File: src/rtl/bus_arbiter_pkg.sv
// rtl/bus_arbiter_pkg.sv - shared constants and FSM state encoding for bus_arbiter
// Purpose: reset/write-enable constants, zero word, byte-enable mask and the
//          3-bit arbiter state type used by bus_arbiter.
// Ports:   none (package)
package bus_arbiter_pkg;

  localparam logic        RST_ENABLE    = 1'b1;
  localparam logic        RST_DISABLE   = 1'b0;
  localparam logic        WRITE_ENABLE  = 1'b1;
  localparam logic        WRITE_DISABLE = 1'b0;
  localparam logic [31:0] ZERO_WORD     = 32'h0000_0000;
  localparam logic [3:0]  SEL_ALL       = 4'b1111;

  typedef enum logic [2:0] {
    ST_IDLE  = 3'd0,
    ST_DBUSY = 3'd1,
    ST_IBUSY = 3'd2,
    ST_DDONE = 3'd3,
    ST_IDONE = 3'd4
  } state_e;

endpackage

File: src/rtl/bus_arbiter_timer.sv
// rtl/bus_arbiter_timer.sv - busy-state timeout counter for bus_arbiter
// Purpose: counts busy cycles; expired_o flags the busy cycle whose increment
//          would bring the count to TIMEOUT_CYCLES, so the access is
//          force-completed on the edge that ends that cycle.
// Ports:   clk, rst    clock, synchronous active-high reset
//          clr_i       zero the counter (wins over en_i)
//          en_i        count this cycle
//          expired_o   timeout reached in the current counting cycle
module bus_timer
  import bus_arbiter_pkg::*;
#(
  parameter int CNT_W          = 8,
  parameter int TIMEOUT_CYCLES = 255
) (
  input  logic clk,
  input  logic rst,
  input  logic clr_i,
  input  logic en_i,
  output logic expired_o
);

  logic [CNT_W-1:0] cnt_q;
  logic [CNT_W-1:0] cnt_d;

  always_comb begin
    cnt_d = cnt_q;
    if (clr_i) begin
      cnt_d = '0;
    end else if (en_i) begin
      cnt_d = cnt_q + CNT_W'(1);
    end
  end

  // Comparing against TIMEOUT_CYCLES-1 means exactly TIMEOUT_CYCLES busy
  // cycles elapse before the forced completion.
  assign expired_o = en_i && (cnt_q == CNT_W'(TIMEOUT_CYCLES - 1));

  always_ff @(posedge clk) begin
    if (rst == RST_ENABLE) begin
      cnt_q <= '0;
    end else begin
      cnt_q <= cnt_d;
    end
  end

endmodule

File: src/rtl/bus_arbiter.sv
// rtl/bus_arbiter.sv - fetch/data arbiter onto one single-port bus with timeout
// Purpose: serialises IF fetches and MEM loads/stores onto one req/ack bus,
//          data first; returns registered read data and per-requester stalls.
// Ports:   clk, rst                          clock, sync active-high reset
//          if_ce_i/if_addr_i                 fetch request
//          if_data_o, if_stallreq_o          fetched word, fetch stall
//          mem_ce_i/we/sel/addr/data_i       data request
//          mem_data_o, mem_stallreq_o        load data, data stall
//          flush_i                           drop the in-flight fetch result
//          bus_req/we/sel/addr/wdata_o       registered bus request
//          bus_ack_i, bus_rdata_i            bus completion and read data
//          bus_err_o                         one-cycle pulse on timeout
module bus_arbiter
  import bus_arbiter_pkg::*;
#(
  parameter int TIMEOUT_CYCLES = 255,
  parameter int CNT_W          = 8
) (
  input  logic        clk,
  input  logic        rst,
  input  logic        if_ce_i,
  input  logic [31:0] if_addr_i,
  output logic [31:0] if_data_o,
  output logic        if_stallreq_o,
  input  logic        mem_ce_i,
  input  logic        mem_we_i,
  input  logic [3:0]  mem_sel_i,
  input  logic [31:0] mem_addr_i,
  input  logic [31:0] mem_data_i,
  output logic [31:0] mem_data_o,
  output logic        mem_stallreq_o,
  input  logic        flush_i,
  output logic        bus_req_o,
  output logic        bus_we_o,
  output logic [3:0]  bus_sel_o,
  output logic [31:0] bus_addr_o,
  output logic [31:0] bus_wdata_o,
  input  logic        bus_ack_i,
  input  logic [31:0] bus_rdata_i,
  output logic        bus_err_o
);

  state_e      state_q, state_d;
  logic        bus_req_q, bus_req_d;
  logic        bus_we_q, bus_we_d;
  logic [3:0]  bus_sel_q, bus_sel_d;
  logic [31:0] bus_addr_q, bus_addr_d;
  logic [31:0] bus_wdata_q, bus_wdata_d;
  logic [31:0] if_data_q, if_data_d;
  logic [31:0] mem_data_q, mem_data_d;
  logic        bus_err_q, bus_err_d;
  logic        discard_q, discard_d;

  logic busy;
  logic expired;
  logic done_evt;

  assign busy     = (state_q == ST_DBUSY) || (state_q == ST_IBUSY);
  // An ack in the same cycle as expiry counts as a normal completion.
  assign done_evt = busy && (bus_ack_i || expired);

  bus_timer #(
    .CNT_W          (CNT_W),
    .TIMEOUT_CYCLES (TIMEOUT_CYCLES)
  ) u_timer (
    .clk       (clk),
    .rst       (rst),
    .clr_i     (!busy || done_evt),
    .en_i      (busy),
    .expired_o (expired)
  );

  always_comb begin
    state_d     = state_q;
    bus_req_d   = bus_req_q;
    bus_we_d    = bus_we_q;
    bus_sel_d   = bus_sel_q;
    bus_addr_d  = bus_addr_q;
    bus_wdata_d = bus_wdata_q;
    if_data_d   = if_data_q;
    mem_data_d  = mem_data_q;
    bus_err_d   = 1'b0;
    discard_d   = discard_q;

    case (state_q)
      ST_IDLE: begin
        if (mem_ce_i) begin
          state_d     = ST_DBUSY;
          bus_req_d   = 1'b1;
          bus_we_d    = mem_we_i;
          bus_sel_d   = mem_sel_i;
          bus_addr_d  = mem_addr_i;
          bus_wdata_d = mem_data_i;
        end else if (if_ce_i) begin
          state_d     = ST_IBUSY;
          bus_req_d   = 1'b1;
          bus_we_d    = WRITE_DISABLE;
          bus_sel_d   = SEL_ALL;
          bus_addr_d  = if_addr_i;
          bus_wdata_d = ZERO_WORD;
          if (flush_i) discard_d = 1'b1;
        end
      end
      ST_DBUSY: begin
        if (done_evt) begin
          state_d   = ST_DDONE;
          bus_req_d = 1'b0;
          bus_err_d = !bus_ack_i;
          if (bus_we_q != WRITE_ENABLE) begin
            mem_data_d = bus_ack_i ? bus_rdata_i : ZERO_WORD;
          end
        end
      end
      ST_IBUSY: begin
        if (flush_i) discard_d = 1'b1;
        if (done_evt) begin
          bus_req_d = 1'b0;
          bus_err_d = !bus_ack_i;
          // A flushed fetch skips IDONE so the requester never sees a
          // non-stalled cycle for the stale instruction.
          if (discard_q || flush_i) begin
            state_d   = ST_IDLE;
            discard_d = 1'b0;
          end else begin
            state_d   = ST_IDONE;
            if_data_d = bus_ack_i ? bus_rdata_i : ZERO_WORD;
          end
        end
      end
      ST_DDONE, ST_IDONE: state_d = ST_IDLE;
      default:            state_d = ST_IDLE;
    endcase
  end

  always_ff @(posedge clk) begin
    if (rst == RST_ENABLE) begin
      state_q     <= ST_IDLE;
      bus_req_q   <= 1'b0;
      bus_we_q    <= WRITE_DISABLE;
      bus_sel_q   <= 4'b0000;
      bus_addr_q  <= ZERO_WORD;
      bus_wdata_q <= ZERO_WORD;
      if_data_q   <= ZERO_WORD;
      mem_data_q  <= ZERO_WORD;
      bus_err_q   <= 1'b0;
      discard_q   <= 1'b0;
    end else begin
      state_q     <= state_d;
      bus_req_q   <= bus_req_d;
      bus_we_q    <= bus_we_d;
      bus_sel_q   <= bus_sel_d;
      bus_addr_q  <= bus_addr_d;
      bus_wdata_q <= bus_wdata_d;
      if_data_q   <= if_data_d;
      mem_data_q  <= mem_data_d;
      bus_err_q   <= bus_err_d;
      discard_q   <= discard_d;
    end
  end

  assign mem_stallreq_o = mem_ce_i && (state_q != ST_DDONE);
  assign if_stallreq_o  = if_ce_i && (state_q != ST_IDONE);

  assign bus_req_o   = bus_req_q;
  assign bus_we_o    = bus_we_q;
  assign bus_sel_o   = bus_sel_q;
  assign bus_addr_o  = bus_addr_q;
  assign bus_wdata_o = bus_wdata_q;
  assign if_data_o   = if_data_q;
  assign mem_data_o  = mem_data_q;
  assign bus_err_o   = bus_err_q;

endmodule

File: config.mk
export PLATFORM = sky130hd
export DESIGN_NAME = bus_arbiter
export DESIGN_NICKNAME = d
export VERILOG_FILES = /design/src/rtl/bus_arbiter_pkg.sv /design/src/rtl/bus_arbiter_timer.sv /design/src/rtl/bus_arbiter.sv
export SDC_FILE = /design/constraint.sdc
export NUM_CORES = 1
export LEC_CHECK = 0
export ABC_AREA = 1
export CELL_PAD_IN_SITES_DETAIL_PLACEMENT = 1
export CELL_PAD_IN_SITES_GLOBAL_PLACEMENT = 2
export CORE_MARGIN = 8
export CORE_UTILIZATION = 21
export CTS_BUF_LIST = sky130_fd_sc_hd__clkbuf_8 sky130_fd_sc_hd__clkbuf_16
export DETAILED_ROUTE_END_ITERATION = 10
export GPL_TIMING_DRIVEN = 0
export PLACE_DENSITY = 0.8
export SLEW_MARGIN = 25
export SYNTH_ARGS = -nofsm -noshare
export SYNTH_HDL_FRONTEND = slang
export SYNTH_SLANG_ARGS = --single-unit
File: constraint.sdc
create_clock -name clk -period 2 [get_ports clk]
set_input_delay 0.4 -clock clk [delete_from_list [all_inputs] [get_ports clk]]
set_output_delay 0.4 -clock clk [all_outputs]
set_load 0.005 [all_outputs]
==> results.txt <==
Setup TNS: 0 ns
Initial antenna violation count: 0
Async SR Flop Fraction: 0%
Mean post-synth cell area: 7.051 um^2
Max-slew violations: 0
NumNets Final: 1296
Routability Congestion: 0.7702
VDD IR max: 431.7 uV
Switch share: 31.34%
Ys flop type: dfxtp_1
Cell Area, Placed: 9305 um^2
CTS tree: yes
Power share of the sequential group: 37.8%
Clk slew on worst S/H paths: 0.07 ns
Comb power frac: 25.7%
Clock Power Share: 36.6%
Total wire length: 27190 um
Post-DRT Antenna Nets: 0
Layout cell share with drive strength beyond 1: 6.507%
CP Capture Type: flip-flop
Detailed-route DRC error count: 0
Critical Path Start: rst
Core Footprint: 28630 um^2
MaxCap Viol Count: 0
Worst Path Required: 2.27 ns
Hold Fails Final Rpt: 0
WHS Path Cells: 3
Leading area contributor after synthesis: dfxtp_1
Yosys top cell area share: 48.31%
Detailed router's first-iteration violation count: 288
Min-delay src: mem_ce_i
Die height: 186.3 um
Worst slew pin tran: 0.6812 ns
Worst EP arrival: 2.09 ns
DIE WIDTH: 186.3 um
I/O pin cnt: 276
Final Cell Area: 9903 um^2
Sequential area share after synthesis: 48.31%
Leakage: 0.003957 uW
Die area: 34720 um^2
Synth area leaders: dfxtp_1 48%, nand2_1 19%, a21oi_1 6.3%, inv_1 5.0%, nor2_1 3.6%
Drt pass-1 iters: 4
Status: complete, no violations
Post-synthesis cell area: 6092 um^2
Largest net degree at the start of global routing: 20
Hold_buf cts: 0
Slew Limit Headroom: 54.59%
Internal power: 6283 uW
Unrepaired setup endpoints after global routing: false
FF-to-FF End: if_data_o[9]
Most frequent cell on the critical path: clkbuf_1
Final count of negative-setup-slack endpoints: 0
Post-Place Cells: 1521
Commonest non-fill, non-tap cell in the layout: nand2_1
Fillers: 3468
Layout Skew: 0.01265 ns
Total GRT Usage: 15.38%
P per Cell Area: 924.0 nW/um^2
Vias in the first global route: 6991
Number of synthesized flops with an enable pin: 0
Crit-path leading delay family: buffers and inverters
Slowest-stage cell, CP: clkbuf_1
Initial Util: 21.28%
Maximum buffer depth of the clock tree: 2
Post-CTS Setup Bufs: 0
YS warnings: 0
Total number of vias: 6609
HPWL Detailed: 21330 um
Synth-to-Final Area Change: 62.56%
Antenna cell count: 0
Non-Filler Instances: 1552
GR Util met3: 7.196%
Setup CP Type: input port to flip-flop
Num rows: 62
Hold Crit Class: input port to flip-flop
Input/output buffers: 273
Cell Chain, Critical Path: clkdlybuf4s50_1 > clkbuf_1 > clkbuf_1 > a21oi_1
Reg2reg path depth: 9
Final min period: 1.818 ns
Syn Inst Count: 864
First-pass GRT wire length: 42240 um
Root buf cell: clkbuf_16
Met2 Resource Use GR: 25.08%
Sink Count: 147
Yosys cell types: 32
R2r startpoint: u_timer.cnt_q[1]
Crit share post-route: 90.88%
Worst Path Buf+Inv: 3
Most frequent cells in the layout: 306 x nand2_1, 271 x clkdlybuf4s50_1, 147 x dfxtp_1
Flop2flop setup slack: 0.19 ns
GRT overflow: 0
Worst-path maximum fanout: 10
CTS Buf Count: 17
Met1 GRT Util: 18.33%
CP peak stage delay: 0.59 ns
H-tree lvl count: 4
Wirelength per Cell: 17.52 um
Hold EP: bus_addr_o[0]
Synthesized flop and latch total: 147
Synthesized Nets: 1005
Layout Utilization: 34.60%
CP Launch Type: input port
P_sw: 2868 uW
Most used routing layer: met2
Clock latency on the worst-skew pair: 0.43 ns
Peak Freq: 550.2 MHz
Via/cell ratio: 4.258
worst min-delay path: cells and delay by family:
kind / cells / cell delay, ns
AND/OR/NAND/NOR: 1 / 0.07
buffers and inverters: 1 / 0.17
AO/OA/AOI/OAI: 1 / 0.07
Yosys cell counts, types with 2 or more instances:
cell type,count
a21oi_1,77
inv_1,81
clkbuf_2,2
nor2_1,59
nand4_1,16
nor2_2,3
buf_4,3
nand3_2,3
buf_6,2
buf_2,16
nand3_1,20
dfxtp_1,147
o21ai_1,4
or2_2,2
clkbuf_1,30
nor3_1,3
nand2_2,2
o21ai_0,35
nand2_1,306
a31oi_1,34
inv_2,4
buf_1,4
ha_1,2
how the worst max path moves through the flow:
stage	to	slack, ns	depth (start not counted)
after floorplan	mem_stallreq_o	0.37	5
after CTS	mem_data_o[2]	0.1	6
after global routing	if_data_o[9]	0.02	10
after detailed placement	mem_stallreq_o	-0.70	6
final	mem_data_o[3]	0.18	4
after global placement	mem_stallreq_o	-0.71	6
flip-flops by register name, summed over array words and instances (netlist names):
signal / flops
bus_sel_o: 4
if_data_o: 32
discard_q: 1
bus_wdata_o: 32
bus_addr_o: 32
mem_data_o: 32
bus_err_o: 1
bus_req_o: 1
u_timer.cnt_q: 8
bus_we_o: 1
state_q: 3
cell type report:
| cell class | count | area, um^2 | share of cell area [%] |
|---|---|---|---|
| buffer | 56 | 267.8 | 2.704 |
| timing repair buffer | 273 | 2730 | 27.57 |
| tap | 384 | 480.5 | 4.852 |
| inverter | 85 | 319.1 | 3.222 |
| clock buffer | 17 | 425.4 | 4.296 |
| clock inverter | 15 | 170.2 | 1.718 |
| multi-input combinational | 575 | 2567 | 25.93 |
| sequential | 147 | 2943 | 29.72 |
cell families (layout without fill, tap and decap cells):
| logic type | count (synthesis) | after routing | synth area share, % |
|---|---|---|---|
| simple gates | 419 | 419 | 28.20 |
| compound gates | 153 | 153 | 13.39 |
| flops | 147 | 147 | 48.31 |
| buf+inv | 142 | 446 | 9.550 |
| fa+ha+maj | 2 | 2 | 0.4107 |
| xor+xnor | 1 | 1 | 0.1438 |
routing by layer:
metal  vias to the layer above  share of wire [%]
met2                       226                 46
li1                       3312                  -
met5                         -                  0
met3                        11                 10
met1                      3060                 44
met4                         0               0.51
what timing repair did:
| item | CTS | global route |
|---|---|---|
| resized for setup | 6 | 2 |
| endpoints found under the setup margin | 3 | 7 |
| cloned | 0 | 0 |
power by group through the flow:
| stage | logic [uW] | registers (uW) | clock network, uW |
|---|---|---|---|
| floorplan | 966 | 3520 | 0 |
| global placement | 2380 | 3510 | 0 |
| detailed placement | 2390 | 3520 | 0 |
| CTS | 2410 | 3460 | 3470 |
| global route | 2610 | 3500 | 3580 |
| finish | 2350 | 3450 | 3350 |
per-stage QoR:
| stage | setup slack (ns) | power, uW | hold WS, ns |
|---|---|---|---|
| global route | 0.01939 | 9693 | 0.3412 |
| global placement | -0.7120 | 5883 | 0.4429 |
| floorplan | 0.3715 | 4486 | 0.4297 |
| CTS | 0.09998 | 9332 | 0.3297 |
| detailed placement | -0.7044 | 5912 | 0.4533 |
| finish | 0.1825 | 9150 | 0.3408 |
No activity file was read; power rests on OpenSTA's default activity.
